### config.mk
export PLATFORM = sky130hd
export DESIGN_NAME = key_debounce_multi_flat
export DESIGN_NICKNAME = d
export VERILOG_FILES = /design/src/rtl/key_debounce_multi_pkg.sv /design/src/rtl/key_debounce_multi_if.sv /design/src/rtl/key_debounce_multi_ch.sv /design/src/rtl/key_debounce_multi.sv /design/src/flat_wrapper.sv
export SDC_FILE = /design/constraint.sdc
export NUM_CORES = 1
export LEC_CHECK = 0
export CAP_MARGIN = 0
export CORE_UTILIZATION = 55
export CTS_BUF_LIST = sky130_fd_sc_hd__clkbuf_4
export DETAILED_ROUTE_END_ITERATION = 16
export PLACE_DENSITY = 0.7
export SETUP_SLACK_MARGIN = 0.3
export SLEW_MARGIN = 10
export SYNTH_ARGS = -nofsm -noshare
export SYNTH_HDL_FRONTEND = slang
export SYNTH_SLANG_ARGS = --single-unit
### constraint.sdc
create_clock -name fpga_clk -period 6.15 [get_ports fpga_clk]
set_input_delay 1.23 -clock fpga_clk [delete_from_list [all_inputs] [get_ports fpga_clk]]
set_output_delay 1.23 -clock fpga_clk [all_outputs]
set_load 0.01 [all_outputs]
### src/rtl/key_debounce_multi_pkg.sv
// Shared constants and types for the multi-channel key debouncer.
// Tick counts derive from the fpga_clk frequency.
package key_debounce_multi_pkg;

  localparam int unsigned CLK_HZ      = 100_000_000;
  localparam int unsigned DEBOUNCE_MS = 2;
  localparam int unsigned LONG_MS     = 20;

  function automatic int unsigned ms_to_cyc(
    input int unsigned hz,
    input int unsigned ms
  );
    return (hz / 1000) * ms;
  endfunction

  localparam int unsigned DEF_STABLE_CYC =
    ms_to_cyc(CLK_HZ, DEBOUNCE_MS);
  localparam int unsigned DEF_LONG_CYC =
    ms_to_cyc(CLK_HZ, LONG_MS);

  typedef struct packed {
    logic level;
    logic press;
    logic rel;
    logic lng;
    logic mode;
  } key_evt_t;

endpackage

### src/rtl/key_debounce_multi_if.sv
// Pin-side inputs and per-channel debounced outputs.
// master drives the pins, slave is the debouncer.
interface key_debounce_multi_if #(
  parameter int CH = 4
);

  logic [CH-1:0] key_in;
  logic [CH-1:0] key_level;
  logic [CH-1:0] key_press;
  logic [CH-1:0] key_release;
  logic [CH-1:0] key_long;
  logic [CH-1:0] key_mode;

  modport master (
    output key_in,
    input  key_level,
    input  key_press,
    input  key_release,
    input  key_long,
    input  key_mode
  );

  modport slave (
    input  key_in,
    output key_level,
    output key_press,
    output key_release,
    output key_long,
    output key_mode
  );

endinterface

### src/rtl/key_debounce_multi_ch.sv
// One debounce channel: sync, stability count, edge pulses,
// long-press timer and optional toggle latch.
module key_debounce_ch
  import key_debounce_multi_pkg::*;
#(
  parameter int unsigned STABLE_CYC = DEF_STABLE_CYC,
  parameter int unsigned LONG_CYC   = DEF_LONG_CYC,
  parameter bit          INV        = 1'b0,
  parameter bit          TOGGLE     = 1'b0
) (
  input  logic     clk,
  input  logic     rst_n,
  input  logic     key_in,
  output key_evt_t evt
);

  localparam int DW = $clog2(STABLE_CYC);
  localparam int HW = $clog2(LONG_CYC + 1);

  localparam logic [DW-1:0] DMAX = DW'(STABLE_CYC - 1);
  localparam logic [HW-1:0] HMAX = HW'(LONG_CYC - 1);
  localparam logic [HW-1:0] HPRE = HW'(LONG_CYC - 2);

  logic [1:0]    sync_q, sync_d;
  logic          stable_q, stable_d;
  logic [DW-1:0] dcnt_q, dcnt_d;
  logic [HW-1:0] hcnt_q, hcnt_d;
  logic          press_q, press_d;
  logic          rel_q, rel_d;
  logic          long_q, long_d;
  logic          mode_q, mode_d;
  logic          s;
  logic          rise;

  always_comb begin
    sync_d   = {sync_q[0], key_in};
    s        = sync_q[1] ^ INV;
    stable_d = stable_q;
    dcnt_d   = '0;
    if (s != stable_q) begin
      if (dcnt_q == DMAX) begin
        stable_d = s;
      end else begin
        dcnt_d = dcnt_q + DW'(1);
      end
    end

    rise    = stable_d & ~stable_q;
    press_d = rise;
    rel_d   = ~stable_d & stable_q;

    // hcnt saturates one past the fire point, so no repeat
    hcnt_d = hcnt_q;
    if (!stable_d || rise) begin
      hcnt_d = '0;
    end else if (hcnt_q != HMAX) begin
      hcnt_d = hcnt_q + HW'(1);
    end
    long_d = stable_q & stable_d & (hcnt_q == HPRE);

    if (TOGGLE) begin
      mode_d = mode_q ^ press_q;
    end else begin
      mode_d = stable_d;
    end
  end

  always_ff @(posedge clk or negedge rst_n) begin
    if (!rst_n) begin
      sync_q   <= '0;
      stable_q <= 1'b0;
      dcnt_q   <= '0;
      hcnt_q   <= '0;
      press_q  <= 1'b0;
      rel_q    <= 1'b0;
      long_q   <= 1'b0;
      mode_q   <= 1'b0;
    end else begin
      sync_q   <= sync_d;
      stable_q <= stable_d;
      dcnt_q   <= dcnt_d;
      hcnt_q   <= hcnt_d;
      press_q  <= press_d;
      rel_q    <= rel_d;
      long_q   <= long_d;
      mode_q   <= mode_d;
    end
  end

  assign evt.level = stable_q;
  assign evt.press = press_q;
  assign evt.rel   = rel_q;
  assign evt.lng   = long_q;
  assign evt.mode  = mode_q;

endmodule

### src/rtl/key_debounce_multi.sv
// N-channel key debouncer: parameter checks plus one
// independent key_debounce_ch per channel.
module key_debounce_multi
  import key_debounce_multi_pkg::*;
#(
  parameter int unsigned CH          = 4,
  parameter int unsigned STABLE_CYC  = DEF_STABLE_CYC,
  parameter int unsigned LONG_CYC    = DEF_LONG_CYC,
  parameter logic [31:0] INV_MASK    = '0,
  parameter logic [31:0] TOGGLE_MASK = '0
) (
  input logic fpga_clk,
  input logic fpga_rst,
  key_debounce_multi_if.slave kif
);

  if (CH < 1 || CH > 32) begin : g_bad_ch
    $error("CH must be 1..32");
  end
  if (STABLE_CYC < 2) begin : g_bad_stable
    $error("STABLE_CYC must be >= 2");
  end
  if (LONG_CYC <= STABLE_CYC) begin : g_bad_long
    $error("LONG_CYC must exceed STABLE_CYC");
  end

  key_evt_t      evt [CH];
  logic [CH-1:0] lvl, prs, rel, lng, mde;

  for (genvar i = 0; i < CH; i++) begin : g_ch
    key_debounce_ch #(
      .STABLE_CYC (STABLE_CYC),
      .LONG_CYC   (LONG_CYC),
      .INV        (INV_MASK[i]),
      .TOGGLE     (TOGGLE_MASK[i])
    ) u_ch (
      .clk    (fpga_clk),
      .rst_n  (fpga_rst),
      .key_in (kif.key_in[i]),
      .evt    (evt[i])
    );
  end

  always_comb begin
    lvl = '0;
    prs = '0;
    rel = '0;
    lng = '0;
    mde = '0;
    for (int i = 0; i < int'(CH); i++) begin
      lvl[i] = evt[i].level;
      prs[i] = evt[i].press;
      rel[i] = evt[i].rel;
      lng[i] = evt[i].lng;
      mde[i] = evt[i].mode;
    end
  end

  assign kif.key_level   = lvl;
  assign kif.key_press   = prs;
  assign kif.key_release = rel;
  assign kif.key_long    = lng;
  assign kif.key_mode    = mde;

endmodule

### src/flat_wrapper.sv
// flat-port wrapper written by rule: the top's interface ports become plain ports
module key_debounce_multi_flat import key_debounce_multi_pkg::*;
#(
  parameter int unsigned CH          = 4,
  parameter int unsigned STABLE_CYC  = DEF_STABLE_CYC,
  parameter int unsigned LONG_CYC    = DEF_LONG_CYC,
  parameter logic [31:0] INV_MASK    = '0,
  parameter logic [31:0] TOGGLE_MASK = '0
)
  (fpga_clk, fpga_rst, kif_key_in, kif_key_level, kif_key_press, kif_key_release, kif_key_long, kif_key_mode);
  key_debounce_multi_if #(.CH(CH)) kif_i ();
  input logic fpga_clk;
  input logic fpga_rst;
  input wire logic [$bits(kif_i.key_in)-1:0] kif_key_in;
  output wire logic [$bits(kif_i.key_level)-1:0] kif_key_level;
  output wire logic [$bits(kif_i.key_press)-1:0] kif_key_press;
  output wire logic [$bits(kif_i.key_release)-1:0] kif_key_release;
  output wire logic [$bits(kif_i.key_long)-1:0] kif_key_long;
  output wire logic [$bits(kif_i.key_mode)-1:0] kif_key_mode;
  assign kif_i.key_in = kif_key_in;
  assign kif_key_level = kif_i.key_level;
  assign kif_key_press = kif_i.key_press;
  assign kif_key_release = kif_i.key_release;
  assign kif_key_long = kif_i.key_long;
  assign kif_key_mode = kif_i.key_mode;
  key_debounce_multi #(.CH(CH), .STABLE_CYC(STABLE_CYC), .LONG_CYC(LONG_CYC), .INV_MASK(INV_MASK), .TOGGLE_MASK(TOGGLE_MASK)) u_core (.fpga_clk(fpga_clk), .fpga_rst(fpga_rst), .kif(kif_i));
endmodule
# Word-level counts from Yosys, hierarchy flattened
# Cells that the tools add are included.
# word_totals
reg_bits,180
out_inout_bits,20
inputBits,6
word_cells,112
# op_classes
eq_ne,16
muxes,24
addsub,8
n_reduce_logical,12
bitwise_logic,24
# op_table
operator,n
2-to-1 mux 21 bit,8
2-to-1 mux 18 bit,8
adder 21 x 1 -> 21 bit (second input constant),4
equality test 21 bit (second input constant),4
inequality test 21 bit (second input constant),4
adder 18 x 1 -> 18 bit (second input constant),4
equality test 18 bit (second input constant),4
bitwise AND 1 bit,16
2-to-1 mux 1 bit,8
inverter 1 bit,8
nonzero test 2 bit,4
logical NOT 1 bit,4
logical OR 1 bit,4
inequality test 1 bit,4

# Longest topological paths before layout
# Gate-level depths: netlist (run 1).
# depth
depth_word,6
ltp_mapped,7
mapped_depth_nobuf,5

# Cells and area by module
# Synthesis (run 1) repeated with hierarchy kept, for this count alone.
# hier_totals
hier_cells,992
area_unflattened_um2,9429.0
# by_module_without_submodules
mod,n_inst,area_each_um2,seq_area_each_um2,cells_per_inst
key_debounce_ch,4,2357.3,1126.1,248

# Worst setup path before layout (run 1)
# Ideal clock, no wire load.
# synth_timing
path_kind,reg-to-reg
start,register u_core.g_ch[1].u_ch.dcnt_q[6]
end,register u_core.g_ch[1].u_ch.hcnt_q[19]
setup_time_ns,0.130
path_stages_with_launch,6
required_ns,6.020
setup_slack_ns,4.036
n_path_buf,1
arrival_time_ns,1.985
period_less_slack_ns,2.114
cell_sequence,dfrtp_1 > or4b_1 > or4_4 > o31ai_4 > buf_6 > a21oi_1
# synth_between
elab_chain_len,6
word_cells_on_any_way,8
cone_classes,1 x eq/ne; 3 x mux; 1 x bitwise; 3 x reduce/logical
# synth_lines
element,line_no,source
start: declaration,key_debounce_multi_ch.sv:26,"logic [DW-1:0] dcnt_q, dcnt_d;"
start signal: assignment,key_debounce_multi_ch.sv:81,dcnt_q <= dcnt_d;
equality test 18 bit *,key_debounce_multi_ch.sv:41,if (dcnt_q == DMAX) begin
2-to-1 mux 1 bit *,key_debounce_multi_ch.sv:41,
2-to-1 mux 1 bit *,key_debounce_multi_ch.sv:40,if (s != stable_q) begin
bitwise AND 1 bit / logical NOT 1 bit (equally long branches),"key_debounce_multi_ch.sv:48, key_debounce_multi_ch.sv:54",
logical OR 1 bit *,key_debounce_multi_ch.sv:54,if (!stable_d || rise) begin
2-to-1 mux 21 bit / nonzero test 2 bit (equally long branches),n/a,
end signal: assignment,key_debounce_multi_ch.sv:82,hcnt_q <= hcnt_d;
end: declaration,key_debounce_multi_ch.sv:27,"logic [HW-1:0] hcnt_q, hcnt_d;"
# Mark *: on every way between the ends. The rest lies on a longest branch, timed or not.
# A chain may end at the register's enable or synchronous reset.

==> run_results.csv, run 1 <==
group,metric,value,unit
cells_and_area,syn2layout_area_growth,6.78,%
cts,clockBufferDepth,2,
sta,drv_slew,0,
min_path,min_from,"u_core.g_ch[1].u_ch.sync_q[0]",
critical_path,worstPathRequired,4920,ps
critical_path,crit_chain,"clkdlybuf4s50_1",
cts,cts-resized-gates,0,
cts,cts-root-buf,"clkbuf_4",
die,io_pins,26,
global_route,grt_pass1_wl,29200,um
global_route,grt.total_usage,0.213,
min_path,hp-class,"register to register",
route,ant_nets,0,
route,dr.pass1.iters,5,
critical_path,crit_type,"register to output pin",
critical_path,path_delay_family,"buffers and inverters",
critical_path,startpoint_type,"register",
critical_path,cp_num_buf_inv,1,
route,viasPerCell,5.93,
die,die_y,131,um
cts,cts_setup_buffers,0,
global_route,antenna_found_initial,1,
sta,finalSetupViolCount,0,
sta,max_freq,0.338,GHz
placement,dp.cells,1119,
cells_and_area,final_cell_area,0.00972,sq mm
synthesis,synth-edff-count,0,
global_route,grt_pass1_vias,6448,
run,maxCapViolations,0,
synthesis,synth_seq_cells,180,
synthesis,async_flop_share,1.00,
synthesis,yosysWarnings,0,
cts,clk_pin_slew,140,ps
route,wl_per_cell,14.8,um
placement,gp_congestion,0.831,
critical_path,crit_start,"u_core.g_ch[2].u_ch.mode_q",
synthesis,syn_area,0.00910,sq mm
sta,finClkSkew,18.3,ps
synthesis,synthFlopType,"dfrtp_1",
route,drt_first_iter_violations,510,
route,drt_wl_total,17000,um
sta,finalCritPeriodShare,0.481,
critical_path,end_kind,"output pin",
power_and_ir_drop,p_per_area,208,mW/mm^2
sta,hold_violations,0,
synthesis,yosysSeqAreaShare,0.495,
cells_and_area,final_util,0.607,
cts,cts_tree,"built",
critical_path,cpPeakStageDelay,610,ps
cells_and_area,drive_above_1_share,0.0535,
sta,tightestPinTransition,1150,ps
cells_and_area,instances_no_fill,1152,
status,status,"finished clean",
synthesis,syn_avg_cell_area,9.88,sq um
power_and_ir_drop,finalPower,2.02,mW
route,drc_errors,0,
sta,relSlewSlack,0.231,
synthesis,synth_cell_types,44,
die,core_area,0.0160,sq mm
route,vias,6826,
placement,io_buffers,25,
global_route,grt_overflow,0,
global_route,grt_max_degree,64,
critical_path,cp.arrival,1730,ps
cts,cts_made_buffers,17,
cts,insertion_delay,550,ps
die,fp.dieArea,0.0171,sq mm
critical_path,timing.rr.start,"u_core.g_ch[1].u_ch.dcnt_q[6]",
die,fp.dieW,131,um
die,start_util,0.569,
cts,cts.sinks,180,
critical_path,crit_fanout,8,
sta,period_minus_slack,2960,ps
cts,ctsHtreeMaxLevel,4,
cts,cts_hold_buf,0,
power_and_ir_drop,ir_drop,156,uV
sta,setup_tns,0,ps
placement,placed_cell_area,0.00936,sq mm
placement,dp_hpwl,11600,um
synthesis,synth_fp_nets,939,
cells_and_area,nets,940,
sta,rsz0062_at_grt,"false",
power_and_ir_drop,p_leak,3.77,nW
synthesis,syn_inst,921,
critical_path,critPathSlowestCell,"clkdlybuf4s50_1",
die,row_count,46,
cells in the final DEF (no fill, tap or decap), types with 29 or more instances in the layout:
master	n
nand4_1	48
o21ai_0	36
xnor2_1	34
dfrtp_1	180
xor2_1	51
a21oi_1	49
nor2_1	108
and3_1	29
nand2_1	49
nand3_1	52
or3_1	31
registers in the layout (all words and copies together), names as in the netlist:
register                  cells
u_core.g_ch.u_ch.press_q      4
u_core.g_ch.u_ch.dcnt_q      72
u_core.g_ch.u_ch.sync_q       8
u_core.g_ch.u_ch.long_q       4
u_core.g_ch.u_ch.rel_q        4
u_core.g_ch.u_ch.hcnt_q      84
u_core.g_ch.u_ch.mode_q       4
synth_stat cells (15+ instances only):
master,number,share of area
a211oi_1,15,0.012
a21oi_1,49,0.027
and3_1,29,0.020
and4_1,24,0.023
buf_4,27,0.022
clkbuf_1,16,0.0066
dfrtp_1,180,0.49
inv_1,17,0.0070
nand2_1,49,0.020
nand3_1,52,0.029
nand4_1,48,0.033
nor2_1,108,0.045
nor3_1,28,0.015
o21ai_0,36,0.020
or3_1,31,0.021
xnor2_1,34,0.033
xor2_1,51,0.049
report_power, final:
part / internal, mW / switching [mW] / total (mW)
clock: 0.369 / 0.406 / 0.774
sequential: 1.19 / 0.00944 / 1.20
combinational: 0.0112 / 0.0354 / 0.0466
total: 1.57 / 0.451 / 2.02
layout make-up:
cell class              instances  area [sq um]
clock inverters                15           228
repair buffers                 28           274
flip-flops and latches        180          4500
clock buffers                  17           128
inverters                      17          63.8
fillers                      1397          6280
multi-input cells             678          4250
well taps                     216           270
diodes                          1          2.50
layer usage:
layer  vias up  global-route usage  routed length [um]
met5         -                   0                   0
met4         0              0.0548                 155
met3        13              0.0464                 499
met2       104               0.345                8170
met1      3358               0.292                8200
li1       3351                   -                   -
cells by family after synthesis:
group           share of synthesized area
compound gates                     0.0922
xor+xnor                           0.0818
buf+inv                            0.0389
simple gates                        0.276
flops                               0.495
fa+ha+maj                          0.0165
final timing paths:
kind                       cells past startpoint  slack (ps)                        endpoint
hold reg to reg                                0         370   u_core.g_ch[1].u_ch.sync_q[1]
setup / recovery                               1        3190                kif_key_level[2]
min in group asynchronous                      1         640      u_core.g_ch[1].u_ch.long_q
max in group asynchronous                      2        4300  u_core.g_ch[1].u_ch.dcnt_q[16]
hold / removal                                 0         370   u_core.g_ch[1].u_ch.sync_q[1]
setup reg to reg                               4        3500   u_core.g_ch[1].u_ch.hcnt_q[5]
stage by stage:
step / setup WS (ps) / hold slack [ps]
CTS: 3150 / 373
floorplan: 4040 / 331
global route: 3070 / 378
global placement: 3570 / 334
detailed placement: 3520 / 339
finish: 3190 / 369
No activity file was read; power rests on OpenSTA's default activity.
==> inputs of run 2 (changes only) <==
- clock period: 6.15 -> 3 ns (I/O delays scaled with it)
==> run_results.csv, run 2 (synthesis gave the netlist of run 1 again) <==
group,metric,value,unit
cells_and_area,drive_above_1_share,0.0603,
route,ant_nets,0,
placement,dp_hpwl,12000,um
critical_path,cp.arrival,2870,ps
critical_path,critPathSlowestCell,"or4_4",
critical_path,worstPathRequired,3470,ps
sta,max_freq,0.417,GHz
route,vias,6892,
route,drt_wl_total,17300,um
power_and_ir_drop,p_leak,3.78,nW
sta,fin_hold_ws,366,ps
min_path,min_from,"u_core.g_ch[0].u_ch.sync_q[0]",
critical_path,timing.rr.start,"u_core.g_ch[2].u_ch.dcnt_q[6]",
global_route,grt_overflow,0,
critical_path,crit_type,"register to register",
critical_path,end_kind,"register",
critical_path,crit_chain,"or4b_1 > or4_4 > o31ai_4 > buf_4 > a21oi_1",
die,io_pins,26,
critical_path,crit_fanout,13,
sta,period_minus_slack,2400,ps
global_route,grt.total_usage,0.220,
cts,ctsHtreeMaxLevel,4,
cts,cts_tree,"built",
sta,relSlewSlack,0.427,
cells_and_area,nets,950,
sta,tightestPinTransition,852,ps
route,drt_first_iter_violations,400,
cts,clk_pin_slew,140,ps
power_and_ir_drop,p_per_area,394,mW/mm^2
critical_path,cpPeakStageDelay,580,ps
global_route,grt_max_degree,68,
critical_path,startpoint_type,"register",
sta,hold_violations,0,
cts,insertion_delay,580,ps
sta,finClkSkew,27.3,ps
sta,drv_slew,0,
sta,setup_tns,0,ps
cells_and_area,syn2layout_area_growth,6.85,%
die,row_count,46,
power_and_ir_drop,ir_drop,314,uV
min_path,hp-class,"register to register",
cells_and_area,reg_top3,"u_core.g_ch.u_ch.hcnt_q x84, u_core.g_ch.u_ch.dcnt_q x72, u_core.g_ch.u_ch.sync_q x8",
die,fp.dieArea,0.0171,sq mm
cells_and_area,largest_reg_flops,84,
sta,finalSetupViolCount,0,
die,core_area,0.0160,sq mm
cells_and_area,final_cell_area,0.00973,sq mm
cts,clockBufferDepth,2,
placement,placed_cell_area,0.00945,sq mm
die,start_util,0.569,
run,maxCapViolations,0,
die,die_y,131,um
cells_and_area,top_register,"u_core.g_ch.u_ch.hcnt_q",
route,dr.pass1.iters,5,
die,fp.dieW,131,um
cts,cts_made_buffers,17,
cells_and_area,mostFrequentLayoutCells,"dfrtp_1 (180), nor2_1 (108), nand3_1 (52)",
route,drc_errors,0,
placement,io_buffers,25,
cts,cts.sinks,180,
route,viasPerCell,5.93,
route,wl_per_cell,14.9,um
global_route,grt_pass1_vias,6693,
status,status,"finished clean",
cts,cts-resized-gates,0,
cts,cts-root-buf,"clkbuf_4",
global_route,antenna_found_initial,1,
sta,finalCritPeriodShare,0.799,
placement,gp_congestion,0.853,
sta,rsz0062_at_grt,"false",
cells_and_area,final_common_cell,"dfrtp_1",
global_route,grt_pass1_wl,30000,um
cts,cts_setup_buffers,0,
critical_path,crit_start,"u_core.g_ch[2].u_ch.dcnt_q[6]",
[run 2: changes by cell type in the layout (fill, tap and decap cells not counted), moves of 2 or more]
| cell | before | now |
|---|---|---|
| bufinv_16 | 5 | 1 |
| clkinv_4 | 3 | 1 |
| clkinv_1 | 0 | 2 |
| buf_12 | 0 | 2 |
| buf_4 | 3 | 10 |
| inv_6 | 2 | 6 |
[run 2: what timing repair did]
item | 4_1_cts | 5_1_grt
setup endpoints to repair | 0 | 0
hold endpoints to repair | 29 | 0
hold buffers | 1 | 0
[run 2: layout make-up]
type | instances | area [sq um]
fill | 1397 | 6270
sequential | 180 | 4500
multi-input combinational | 678 | 4250
timing repair buffer | 38 | 377
tap | 216 | 270
clock buffer | 18 | 135
clock inverter | 14 | 124
inverter | 17 | 63.8
antenna | 1 | 2.50
[run 2: critical path, delay by kind of cell (launching register included)]
kind            cells  cell delay [ps]
buf+inv             1              270
flops               1              450
simple gates        2             1110
compound gates      2              480
[run 2: worst paths after layout]
kind                       slack (ps)                        endpoint  cells after the start
setup / recovery                  600  u_core.g_ch[2].u_ch.hcnt_q[19]                      5
hold / removal                    370   u_core.g_ch[0].u_ch.sync_q[1]                      0
setup reg to reg                  600  u_core.g_ch[2].u_ch.hcnt_q[19]                      5
hold reg to reg                   370   u_core.g_ch[0].u_ch.sync_q[1]                      0
max in group asynchronous        1630   u_core.g_ch[2].u_ch.dcnt_q[5]                      3
min in group asynchronous         570   u_core.g_ch[1].u_ch.hcnt_q[6]                      2
[run 2: power by group]
part	internal [mW]	switching, mW	total [mW]
Clock	0.428	0.839	1.27
Sequential	2.44	0.0195	2.46
Combinational	0.0299	0.0731	0.103
[run 2: routing by layer]
metal	up-vias	track usage	share of wire
met5	-	0	0
met4	0	0.0723	0.015
met3	23	0.0432	0.029
met2	103	0.385	0.50
met1	3394	0.274	0.46
li1	3372	-	-
[run 2: stage by stage]
| step | power (mW) | instances | setup slack, ps | utilization |
|---|---|---|---|---|
| 2_1_floorplan | 2.54 | 921 | 886 | - |
| 3_3_place_gp | 2.61 | 1128 | 629 | 0.591 |
| 3_5_place_dp | 2.62 | 1128 | 592 | 0.591 |
| 4_1_cts | 3.89 | 1161 | 587 | 0.608 |
| 5_1_grt | 4.00 | 1162 | 494 | 0.608 |
| 6_report | 3.83 | 1162 | 602 | 0.608 |
==> inputs of run 3 (changes only) <==
- PLACE_DENSITY: 0.7 -> 0.73
- clock period: 3 -> 2 ns (I/O delays scaled with it)
==> run_results.csv, run 3 (synthesis gave the netlist of run 1 again) <==
group,metric,value,unit
cts,cts_made_buffers,17,
critical_path,cp.arrival,2560,ps
sta,finalSetupViolCount,48,
route,drc_errors,0,
placement,gp_congestion,0.843,
cells_and_area,drive_above_1_share,0.317,
route,wl_per_cell,16.0,um
sta,max_freq,0.483,GHz
cts,clockBufferDepth,2,
min_path,hp-class,"primary input to register",
placement,dp_slack,-3.63,ps
cells_and_area,syn2layout_area_growth,26.7,%
global_route,grt.total_usage,0.236,
route,dr.pass1.iters,5,
min_path,holdPathStages,1,
placement,io_buffers,25,
cells_and_area,nets,1057,
cells_and_area,top_register,"u_core.g_ch.u_ch.hcnt_q",
placement,dp_hpwl,12200,um
die,core_area,0.0160,sq mm
min_path,min_from,"kif_key_in[0]",
critical_path,r2r_cells,6,
route,vias,7458,
critical_path,end_kind,"register",
route,wl_met3,598,um
placement,dp.cells,1168,
cells_and_area,final_common_cell,"dfrtp_1",
die,start_util,0.569,
global_route,grt_overflow,0,
min_path,hold_end,"u_core.g_ch[0].u_ch.sync_q[0]",
cts,ctsHtreeMaxLevel,4,
die,row_count,46,
sta,drv_slew,0,
critical_path,startpoint_type,"register",
global_route,grt_pass1_vias,6910,
global_route,grt_pass1_wl,32000,um
route,drt_wl_total,20300,um
cts,cts_tree,"built",
critical_path,crit_fanout,5,
sta,rsz0062_at_grt,"true",
run,maxCapViolations,0,
route,ant_nets,0,
route,viasPerCell,5.88,
power_and_ir_drop,ir_drop,427,uV
sta,period_minus_slack,2070,ps
die,fp.dieArea,0.0171,sq mm
status,status,"finished with violations",
die,fp.dieW,131,um
global_route,antenna_found_initial,1,
sta,finalCritPeriodShare,1.04,
sta,relSlewSlack,0.691,
cells_and_area,fillers,1180,
critical_path,crit_type,"register to register",
critical_path,path_delay_family,"simple AND/OR/NAND/NOR gates",
critical_path,worstPathRequired,2490,ps
route,drt_first_iter_violations,408,
cts,cts-root-buf,"clkbuf_4",
cells_and_area,largest_reg_flops,84,
critical_path,timing.rr.start,"u_core.g_ch[3].u_ch.dcnt_q[12]",
power_and_ir_drop,p_leak,4.51,nW
global_route,grt_max_degree,68,
sta,layout_setup_ws,-70.7,ps
sta,finClkSkew,28.9,ps
critical_path,cpPeakStageDelay,510,ps
cts,cts.sinks,180,
cells_and_area,instances_no_fill,1269,
route,dr_wl_met2,10200,um
power_and_ir_drop,p_per_area,522,mW/mm^2
critical_path,crit_chain,"or4b_1 > or4_4 > o31ai_4 > buf_6 > clkbuf_16 > a211oi_2",
route,highest_layer,"met4",
cts,clk_pin_slew,150,ps
status,violations,"negative setup slack",
critical_path,critPathSlowestCell,"or4b_1",
critical_path,reg2reg_to,"u_core.g_ch[3].u_ch.hcnt_q[5]",
sta,hold_violations,0,
critical_path,cp_num_buf_inv,2,
cts,insertion_delay,610,ps
sta,tightestPinTransition,458,ps
route,wl_met1,9320,um
critical_path,reg2reg_slack,-70,ps
cells_and_area,mostFrequentLayoutCells,"dfrtp_1 (171), buf_4 (85), nor2_1 (67)",
die,die_y,131,um
die,io_pins,26,
cells_and_area,reg_top3,"u_core.g_ch.u_ch.hcnt_q x84, u_core.g_ch.u_ch.dcnt_q x72, u_core.g_ch.u_ch.sync_q x8",
run 3: cell count changes in the layout (fill, tap and decap cells not counted), moves of 14 or more:
cell and change:
nor2_4 +28, nor3_1 -14, a21oi_2 +31, buf_6 +21, a211oi_1 -14, a21oi_1 -31
nor2_1 -41, buf_4 +75, clkdlybuf4s50_1 -20, a211oi_2 +14
run 3: routing by layer:
layer / track usage / up-vias
li1: - / 3585
met5: 0 / -
met1: 0.316 / 3723
met2: 0.386 / 129
met4: 0.0676 / 0
met3: 0.0529 / 21
run 3: cell type report:
| cell class | instances | area (sq um) | share of cell area |
|---|---|---|---|
| Multi-Input combinational cell | 678 | 5000 | 0.434 |
| Sequential cell | 180 | 4520 | 0.392 |
| Timing Repair Buffer | 145 | 1390 | 0.120 |
| Tap cell | 216 | 270 | 0.0234 |
| Clock inverter | 14 | 155 | 0.0135 |
| Clock buffer | 18 | 135 | 0.0117 |
| Inverter | 17 | 63.8 | 0.00554 |
| Antenna cell | 1 | 2.50 | 0.000217 |
run 3: per-stage QoR:
stage	area [sq um]	hold WS, ps	setup TNS (ps)	total power [mW]	utilization
floorplan	9310	104	0	3.82	-
global placement	10000	287	0	3.94	0.625
detailed placement	10000	288	-3.63	3.94	0.625
CTS	10800	172	-191	6.05	0.674
global route	11500	172	-6620	6.26	0.721
finish	11500	214	-2200	6.01	0.721
run 3: worst max path at each step:
| stage | startpoint | endpoint | slack, ps | depth (start not counted) |
|---|---|---|---|---|
| finish | u_core.g_ch[3].u_ch.dcnt_q[12] | u_core.g_ch[3].u_ch.hcnt_q[5] | -70 | 6 |
| global route | u_core.g_ch[3].u_ch.dcnt_q[12] | u_core.g_ch[3].u_ch.hcnt_q[5] | -120 | 6 |
| CTS | u_core.g_ch[1].u_ch.dcnt_q[12] | u_core.g_ch[1].u_ch.long_q | -20 | 5 |
| detailed placement | u_core.g_ch[3].u_ch.dcnt_q[12] | u_core.g_ch[3].u_ch.hcnt_q[0] | -4 | 5 |
| floorplan | u_core.g_ch[1].u_ch.dcnt_q[12] | u_core.g_ch[1].u_ch.hcnt_q[19] | 40 | 5 |
| global placement | u_core.g_ch[3].u_ch.dcnt_q[12] | u_core.g_ch[3].u_ch.hcnt_q[0] | 20 | 5 |
run 3: power by group:
part           switching [mW]  leakage, nW  total (mW)  internal (mW)
Combinational           0.139         1.89       0.224         0.0851
Sequential             0.0328         2.47        3.70           3.67
Clock                    1.32        0.149        2.09          0.771
Total                    1.49         4.51        6.01           4.52
run 3: worst register-to-register path, cell delays in order, from the launching register on:
cell       delay, ps
dfrtp_1          400
or4b_1           510
or4_4            470
o31ai_4          210
buf_6            180
clkbuf_16        160
a211oi_2          40
run 3: timing repair:
action | 4_1_cts | 5_1_grt
gates resized for setup | 115 | 136
hold buffers | 1 | 0
cloned | 2 | 8
setup buffers | 34 | 23
setup endpoints to repair | 190 | 189
endpoints found under the hold margin | 180 | 0
pin swaps | 7 | 24
